`config.mk`:
```
export PLATFORM = sky130hd
export DESIGN_NAME = bus_arbit_n
export DESIGN_NICKNAME = d
export VERILOG_FILES = /design/src/rtl/bus_arbit_pkg.sv /design/src/rtl/bus_arbit_pick.sv /design/src/rtl/bus_arbit_n.sv
export SDC_FILE = /design/constraint.sdc
export NUM_CORES = 1
export LEC_CHECK = 0
export CAP_MARGIN = 0
export CELL_PAD_IN_SITES_DETAIL_PLACEMENT = 0
export CELL_PAD_IN_SITES_GLOBAL_PLACEMENT = 1
export CORE_AREA = 2 2 39 41
export DETAILED_ROUTE_END_ITERATION = 16
export DIE_AREA = 0 0 41 43
export HOLD_SLACK_MARGIN = 0.03
export PLACE_DENSITY = 0.57
export SLEW_MARGIN = 0
export SYNTH_ARGS = -nofsm -noshare
export SYNTH_HDL_FRONTEND = slang
export SYNTH_SLANG_ARGS = --single-unit
```
`constraint.sdc`:
```
create_clock -name clk -period 1.7 [get_ports clk]
set_clock_uncertainty 0.1 [all_clocks]
set_input_delay 0.34 -clock clk [delete_from_list [all_inputs] [get_ports clk]]
set_output_delay 0.34 -clock clk [all_outputs]
set_load 0.005 [all_outputs]
```
`src/rtl/bus_arbit_pkg.sv`:
```
// Shared types and helpers for the N-master bus arbiter.
// Holds arbitration mode codes, the per-edge decision enum and index helpers.
package bus_arbit_pkg;

    localparam int ARB_FIXED = 0;
    localparam int ARB_RR    = 1;
    localparam int MAX_M     = 8;

    // Which of the four ownership rules fired on a given edge
    typedef enum logic [1:0] {
        DEC_IDLE,
        DEC_RETAIN,
        DEC_EXPIRE,
        DEC_SWITCH
    } arb_dec_e;

    // clog2 with a floor of 1 so a register is never zero bits wide
    function automatic int idx_width(input int n);
        int w;
        w = 1;
        for (int i = 1; i < 31; i++) begin
            if ((1 << i) < n) begin
                w = i + 1;
            end
        end
        return w;
    endfunction

    function automatic logic [2:0] onehot_to_idx(input logic [MAX_M-1:0] oh);
        logic [2:0] idx;
        idx = '0;
        for (int i = 0; i < MAX_M; i++) begin
            if (oh[i]) begin
                idx = idx | 3'(i);
            end
        end
        return idx;
    endfunction

endpackage

```
`src/rtl/bus_arbit_pick.sv`:
```
// Combinational selector: first set candidate searching upward from a start index.
// Ports: i_cand (candidates), i_start (search origin), i_mode (RR=1), o_idx, o_valid.
module bus_arbit_pick
    import bus_arbit_pkg::*;
#(
    parameter int NUM_M = 4,
    parameter int IW    = 2
) (
    input  logic [NUM_M-1:0] i_cand,
    input  logic [IW-1:0]    i_start,
    input  logic             i_mode,
    output logic [IW-1:0]    o_idx,
    output logic             o_valid
);

    logic [IW-1:0]    w_start;
    logic [NUM_M-1:0] w_oh;
    logic [MAX_M-1:0] w_oh8;
    logic [2:0]       w_idx8;
    logic             w_found;
    int               w_pos;

    // Fixed priority always searches from master 0
    assign w_start = (i_mode == 1'(ARB_FIXED)) ? '0 : i_start;

    always_comb begin
        w_oh    = '0;
        w_found = 1'b0;
        w_pos   = 0;
        for (int k = 0; k < NUM_M; k++) begin
            w_pos = (int'(w_start) + k) % NUM_M;
            if (!w_found && i_cand[w_pos[IW-1:0]]) begin
                w_oh[w_pos[IW-1:0]] = 1'b1;
                w_found             = 1'b1;
            end
        end
    end

    always_comb begin
        w_oh8              = '0;
        w_oh8[NUM_M-1:0]   = w_oh;
        w_idx8             = onehot_to_idx(w_oh8);
    end

    assign o_idx   = w_idx8[IW-1:0];
    assign o_valid = w_found;

endmodule

```
`src/rtl/bus_arbit_n.sv`:
```
// N-master bus arbiter with fixed or round-robin priority and optional hold limit.
// Ports: clk, reset_n (sync, active-low), req[NUM_M], grant (one-hot), grant_id.
module bus_arbit_n
    import bus_arbit_pkg::*;
#(
    parameter int NUM_M    = 4,
    parameter int RR_MODE  = 0,
    parameter int MAX_HOLD = 0,
    localparam int IW      = idx_width(NUM_M),
    localparam int HW      = idx_width(MAX_HOLD + 1)
) (
    input  logic             clk,
    input  logic             reset_n,
    input  logic [NUM_M-1:0] req,
    output logic [NUM_M-1:0] grant,
    output logic [IW-1:0]    grant_id
);

    logic [IW-1:0]    r_owner;
    logic [NUM_M-1:0] r_grant;
    logic [HW-1:0]    r_hold;

    logic             w_own_req;
    logic [NUM_M-1:0] w_others;
    logic [NUM_M-1:0] w_cand;
    logic             w_idle;
    logic             w_expired;
    logic             w_retain;
    logic [IW-1:0]    w_start;
    logic [IW-1:0]    w_pick_idx;
    logic             w_pick_valid;
    arb_dec_e         w_dec;
    logic [IW-1:0]    w_nxt_owner;
    logic [HW-1:0]    w_nxt_hold;
    logic [NUM_M-1:0] w_nxt_grant;

    assign w_own_req = req[r_owner];
    // r_grant is the owner's one-hot, so masking with it drops the owner bit
    assign w_others  = req & ~r_grant;
    assign w_idle    = ~|req;

    // >= rather than == so a counter saturated by a lone requester
    // still expires as soon as a competitor shows up
    assign w_expired = (MAX_HOLD > 0) && w_own_req && |w_others
                     && (int'(r_hold) >= MAX_HOLD - 1);
    assign w_retain  = w_own_req && !w_expired;

    assign w_cand    = w_own_req ? w_others : req;

    // Round-robin pointer is the owner itself: search starts just past it
    assign w_start   = (int'(r_owner) == NUM_M - 1) ? '0 : r_owner + 1'b1;

    bus_arbit_pick #(
        .NUM_M (NUM_M),
        .IW    (IW)
    ) u_pick (
        .i_cand  (w_cand),
        .i_start (w_start),
        .i_mode  (RR_MODE == ARB_RR),
        .o_idx   (w_pick_idx),
        .o_valid (w_pick_valid)
    );

    always_comb begin
        w_dec = DEC_SWITCH;
        unique case (1'b1)
            w_idle:    w_dec = DEC_IDLE;
            w_retain:  w_dec = DEC_RETAIN;
            w_expired: w_dec = DEC_EXPIRE;
            default:   w_dec = DEC_SWITCH;
        endcase
    end

    always_comb begin
        w_nxt_owner = r_owner;
        w_nxt_hold  = r_hold;
        unique case (w_dec)
            DEC_IDLE: begin
                w_nxt_owner = '0;
                w_nxt_hold  = '0;
            end
            DEC_RETAIN: begin
                if (int'(r_hold) < MAX_HOLD) begin
                    w_nxt_hold = r_hold + 1'b1;
                end
            end
            DEC_EXPIRE, DEC_SWITCH: begin
                w_nxt_owner = w_pick_valid ? w_pick_idx : '0;
                w_nxt_hold  = '0;
            end
            default: begin
                w_nxt_owner = '0;
                w_nxt_hold  = '0;
            end
        endcase
    end

    always_comb begin
        w_nxt_grant              = '0;
        w_nxt_grant[w_nxt_owner] = 1'b1;
    end

    always_ff @(posedge clk) begin
        if (!reset_n) begin
            r_owner <= '0;
            r_grant <= {{(NUM_M-1){1'b0}}, 1'b1};
            r_hold  <= '0;
        end else begin
            r_owner <= w_nxt_owner;
            r_grant <= w_nxt_grant;
            r_hold  <= w_nxt_hold;
        end
    end

    assign grant    = r_grant;
    assign grant_id = r_owner;

endmodule

```
# Word-level counts from Yosys, hierarchy flattened
# Index checks and enable logic that the tools add are counted.
# totals
in_bits,6
register_bits,6
out_inout_bits,6
# op_classes
n_reduce_logical,11
n_lt_le_gt_ge,3
mux,19
n_eq_ne,2
bitwise,2
# ops
op,n
$mux 1,8
$mux 2,4
$mux 4,2
$pmux 2 s2,2
$lt 2x3->1 const B,2
$and 4x4->4,1
$eq 2x2->1 const B,2
$logic_and 1x1->1,4
$logic_not 1->1,4
$not 4->4,1
$reduce_or 4->1,1
$mux 3,1
$bmux 1 s2,1
$demux 1 s2,1
$ge 2x1->1 const B,1
$logic_not 2->1,1
$reduce_or 2->1,1

# Logic depth before layout (Yosys ltp)
# depth
ltp_word,22
mapped_depth,4

# Modules after synthesis
# Synthesis repeated with hierarchy kept, for this count alone.
# unflattened
hier_cells,79
hier_area_um2,626.9
# modules_own_cells
mod,n_inst,cells_per_inst,area_per_inst_um2
bus_arbit_n,1,41,380.4
bus_arbit_pick,1,38,246.5

# Worst setup path before layout
# No wires, ideal clock.
# synth_timing
path_kind,flip-flop to flip-flop
startpoint,"register r_owner[1], in the netlist grant_id[1]"
endpoint,"register r_grant[3], in the netlist grant[3]"
setup_time_ns,0.062
path_stages_with_launch,5
setup_slack_ns,0.270
arrival_time_ns,1.268
synth_period_minus_slack_ns,1.430
required_ns,1.538
cell_sequence,dfxtp_1 -> clkbuf_1 -> a21bo_1 -> a222oi_1 -> and4bb_1
# synth_between
elab_chain_len,20
# synth_rtl
element,line_no,text
"start, declared",bus_arbit_n.sv:19,logic [IW-1:0] r_owner;
"start signal, assigned",bus_arbit_n.sv:109,r_owner <= w_nxt_owner;
$bmux 1 s2,bus_arbit_n.sv:37,assign w_own_req = req[r_owner];
$mux 1 (not written as such),bus_arbit_n.sv:37,
$mux 4,bus_arbit_n.sv:48,assign w_cand = w_own_req ? w_others : req;
$mux 1,bus_arbit_pick.sv:32,if (!w_found && i_cand[w_pos[IW-1:0]]) begin
$logic_not 1->1,bus_arbit_pick.sv:32,
$logic_and 1x1->1,bus_arbit_pick.sv:32,
$mux 1,bus_arbit_pick.sv:32,
$logic_not 1->1,bus_arbit_pick.sv:32,
(+4 left out),-,
$mux 4,bus_arbit_pick.sv:32,
$mux 2,bus_arbit_pkg.sv:33,if (oh[i]) begin
$mux 2,bus_arbit_n.sv:88,w_nxt_owner = w_pick_valid ? w_pick_idx : '0;
$pmux 2 s2 (*),bus_arbit_n.sv:77,unique case (w_dec)
$lt 2x3->1 (not written as such) / $ge 2x1->1 (equally long branches),bus_arbit_n.sv:100,w_nxt_grant[w_nxt_owner] = 1'b1;
$logic_and 1x1->1 (not written as such),bus_arbit_n.sv:100,
$mux 1 (not written as such),bus_arbit_n.sv:100,
$demux 1 s2 (*),bus_arbit_n.sv:100,
"end signal, assigned",bus_arbit_n.sv:106,"r_grant <= {{(NUM_M-1){1'b0}}, 1'b1};"
"end signal, assigned",bus_arbit_n.sv:110,r_grant <= w_nxt_grant;
"end, declared",bus_arbit_n.sv:20,logic [NUM_M-1:0] r_grant;
# Mark *: on every way between the ends. The rest lies on a longest branch, timed or not. The select of a mux whose other input is x is not followed.
# A chain may end at the register's enable or synchronous reset.

# Final worst setup path
# layout_timing
startpoint,"register r_owner[0], in the netlist grant_id[0]"
endpoint,output port grant_id[0]
# layout_rtl
element,line_no,text
"end, declared",bus_arbit_n.sv:16,output logic [IW-1:0] grant_id
# No word-level cell between the ends.

==> reports/results.ini <==
[synthesis]
yosysMostFrequentCell = o21ai_0
ys_top_cells_by_count = o21ai_0, dfxtp_1, a21oi_1, nor2_1, inv_1
synth.largest_area_cell = dfxtp_1
yosysSeqAreaShare = 0.4211
synth_xor_area_frac = 0
yosys.area_share.simple = 0.1842
ys_types = 17
synth_compound_area_frac = 0.3202
synth-seq-cells = 6
yosys_warnings = 0
syn_inst = 33
synth_top_family_by_area = compound AO/OA/AOI/OAI gates
async_reset_ff_frac = 0
synth_area_leaders = dfxtp_1, o21ai_0, a21oi_1
synth-edff-count = 0
synthAdderAreaFrac = 0
synth_ff_type = dfxtp_1
syn_nets = 39
synthDominantCellAreaShare = 0.4211
netlist_area_um2 = 285.3
synthMuxAreaShare = 0.03509
syn_area_per_cell_um2 = 8.645

[clock_network]
clock_sinks = 6
clock_latency_ps = 240
clock_path_buffers = 2
cts_htree_levels = 1
root_buffer = clkbuf_4
numCtsBuffers = 3
clk_pin_slew_worst_paths_ps = 40
postCtsHoldBufs = 0
cts_tree = built

[power]
p_comb_frac = 0.195
p_leak_nw = 0.1911
powerDensity_mw_per_mm2 = 741.2
p_seq_frac = 0.449
power.switching_mw = 0.07763
switching_share = 0.2209
ir_drop_mv = 0.2052
p_int_mw = 0.2739
clkPwrFrac = 0.356

[timing]
period_share = 0.9493
worst_slew_pin_slew_ps = 291.2
rsz0062_at_grt = no
timing.fmax_mhz = 619.6
hold_viol = 0
layout_min_cycle_time_ps = 1614
fin_ws_ps = 86.15
slew_violations = 0
setup_viol = 0
max-slew-margin-rel = 0.8038

[drt]
routed_via_density = 4.582
drtIter0Drc = 5
wire_per_inst_um = 9.299
drt_pass1_iterations = 4
wirelength_um = 623
ant_nets = 0
vias = 307
drc = 0

[floorplanning]
fp.dieH_um = 43
start_util = 0.2061
die_w_um = 41
dieArea_mm2 = 0.001763
placeableCoreArea_mm2 = 0.001384
ioPinCount = 12
row_count = 14

[worst_setup_path]
crit_chain = clkdlybuf4s50_1
worst_ep_required_time_ps = 1260
cp-end-kind = primary output
cp_max_fo = 10
worstSetupStartpointType = flip-flop
critPathMaxStageDelay_ps = 530
r2r_cells = 4
arrival_ps = 1170
path_depth = 1
crit_type = reg2out
cp_num_buf_inv = 1
critical-path-top-delay-family = buffers and inverters
cpMaxStageDelayCell = clkdlybuf4s50_1

[global_route]
grtUsageMet1 = 0.1068
busiest_layer = met2
grt_pass1_wl_mm = 1.069
grt_util_met2 = 0.1313
grt_pass1_vias = 276
antenna_found_initial = 0
grt.total_usage = 0.09356
globalRouteMet3Util = 0.04712
grt_overflow = 0
grt_max_degree = 11

[place]
dp_slack_ps = -162.0
place_area_um2 = 449.2
place.gp.congestion = 0.7704
io_buffers = 11

[status]
status = finished, final reports clean

[cells_and_area]
diodes = 0
final_area_um2 = 474.2
area_delta_synth_final_pct = 66.23
drive_gt1_frac = 0.2157
layout.nets = 59

[worst_hold_path]
whs_path_depth = 2
hp-class = reg2reg

[run]
drv_cap = 0

[worst reg2reg max path, delay by kind of cell (launching register included)]
| kind | cells | cell delay, ps |
|---|---|---|
| flops | 1 | 360 |
| buf+inv | 1 | 170 |
| compound gates | 2 | 500 |
| simple gates | 1 | 180 |
[layout make-up]
type / count / area [um2]
clock buffers: 3 / 22.52
fillers: 146 / 909.6
inverters: 2 / 7.507
multi-input cells: 24 / 153.9
flip-flops and latches: 6 / 122.6
well taps: 16 / 20.02
repair buffers: 16 / 147.6
[timing repair]
action / in CTS / in global routing
resized for setup: 2 / 0
hold endpoints to repair: 0 / 0
buffers inserted: 0 / 0
endpoints found under the setup margin: 2 / 0
[cell families (layout without fill, tap and decap cells)]
| group | count (synthesis) | count (layout) |
|---|---|---|
| compound gates | 15 | 15 |
| buf+inv | 3 | 21 |
| mux | 1 | 1 |
| flops | 6 | 6 |
| simple gates | 8 | 8 |
[registers in the layout (all words and copies together) (netlist names)]
name	cells
grant	4
grant_id	2
[metrics by stage]
| stage | power [mW] | hold slack [ps] | std cells | utilization | setup TNS [ps] |
|---|---|---|---|---|---|
| floorplan | 0.1816 | 328.9 | 33 | - | 0 |
| global placement | 0.2287 | 588.4 | 64 | 0.3246 | -553.8 |
| detailed placement | 0.2290 | 592.3 | 64 | 0.3246 | -525.3 |
| CTS | 0.3564 | 543.8 | 67 | 0.3427 | 0 |
| global route | 0.3757 | 590.2 | 67 | 0.3427 | 0 |
| finish | 0.3515 | 539.6 | 67 | 0.3427 | 0 |
[per-layer routing]
metal	vias to the layer above	routed length, um	share of wire
met5	-	0	0
met4	0	14	0.022
met3	2	34	0.055
met2	15	297	0.48
met1	130	277	0.44
li1	160	-	-
[cells in the final DEF (no fill, tap or decap)]
| master | instances |
|---|---|
| and4bb_1 | 1 |
| a21bo_1 | 1 |
| a31oi_1 | 1 |
| buf_4 | 5 |
| nor2_1 | 3 |
| dfxtp_2 | 2 |
| a222oi_1 | 1 |
| a211oi_1 | 1 |
| and2_1 | 1 |
| inv_1 | 2 |
| clkbuf_4 | 3 |
| clkdlybuf4s50_1 | 11 |
| and2_2 | 1 |
| nor2b_1 | 1 |
| a21oi_1 | 3 |
| and4_1 | 1 |
| dfxtp_1 | 4 |
| o211ai_1 | 1 |
| mux2i_1 | 1 |
| o21ai_0 | 7 |
[power groups by stage]
stage / sequential, mW / combinational, mW / clock [mW]
after global placement: 0.160 / 0.0691 / 0
final: 0.158 / 0.0686 / 0.125
after global routing: 0.160 / 0.0760 / 0.140
after floorplan: 0.157 / 0.0245 / 0
after detailed placement: 0.160 / 0.0693 / 0
after CTS: 0.158 / 0.0695 / 0.129
[path summary, 6_finish.rpt]
| check | start | end | slack [ps] |
|---|---|---|---|
| max | grant_id[0] | grant_id[0] | 90 |
| min | grant_id[1] | grant[0] | 540 |
| max reg2reg | grant_id[1] | grant[3] | 340 |
| min reg2reg | grant_id[1] | grant[0] | 540 |
Note: power is estimated with default switching activity, not from simulation.
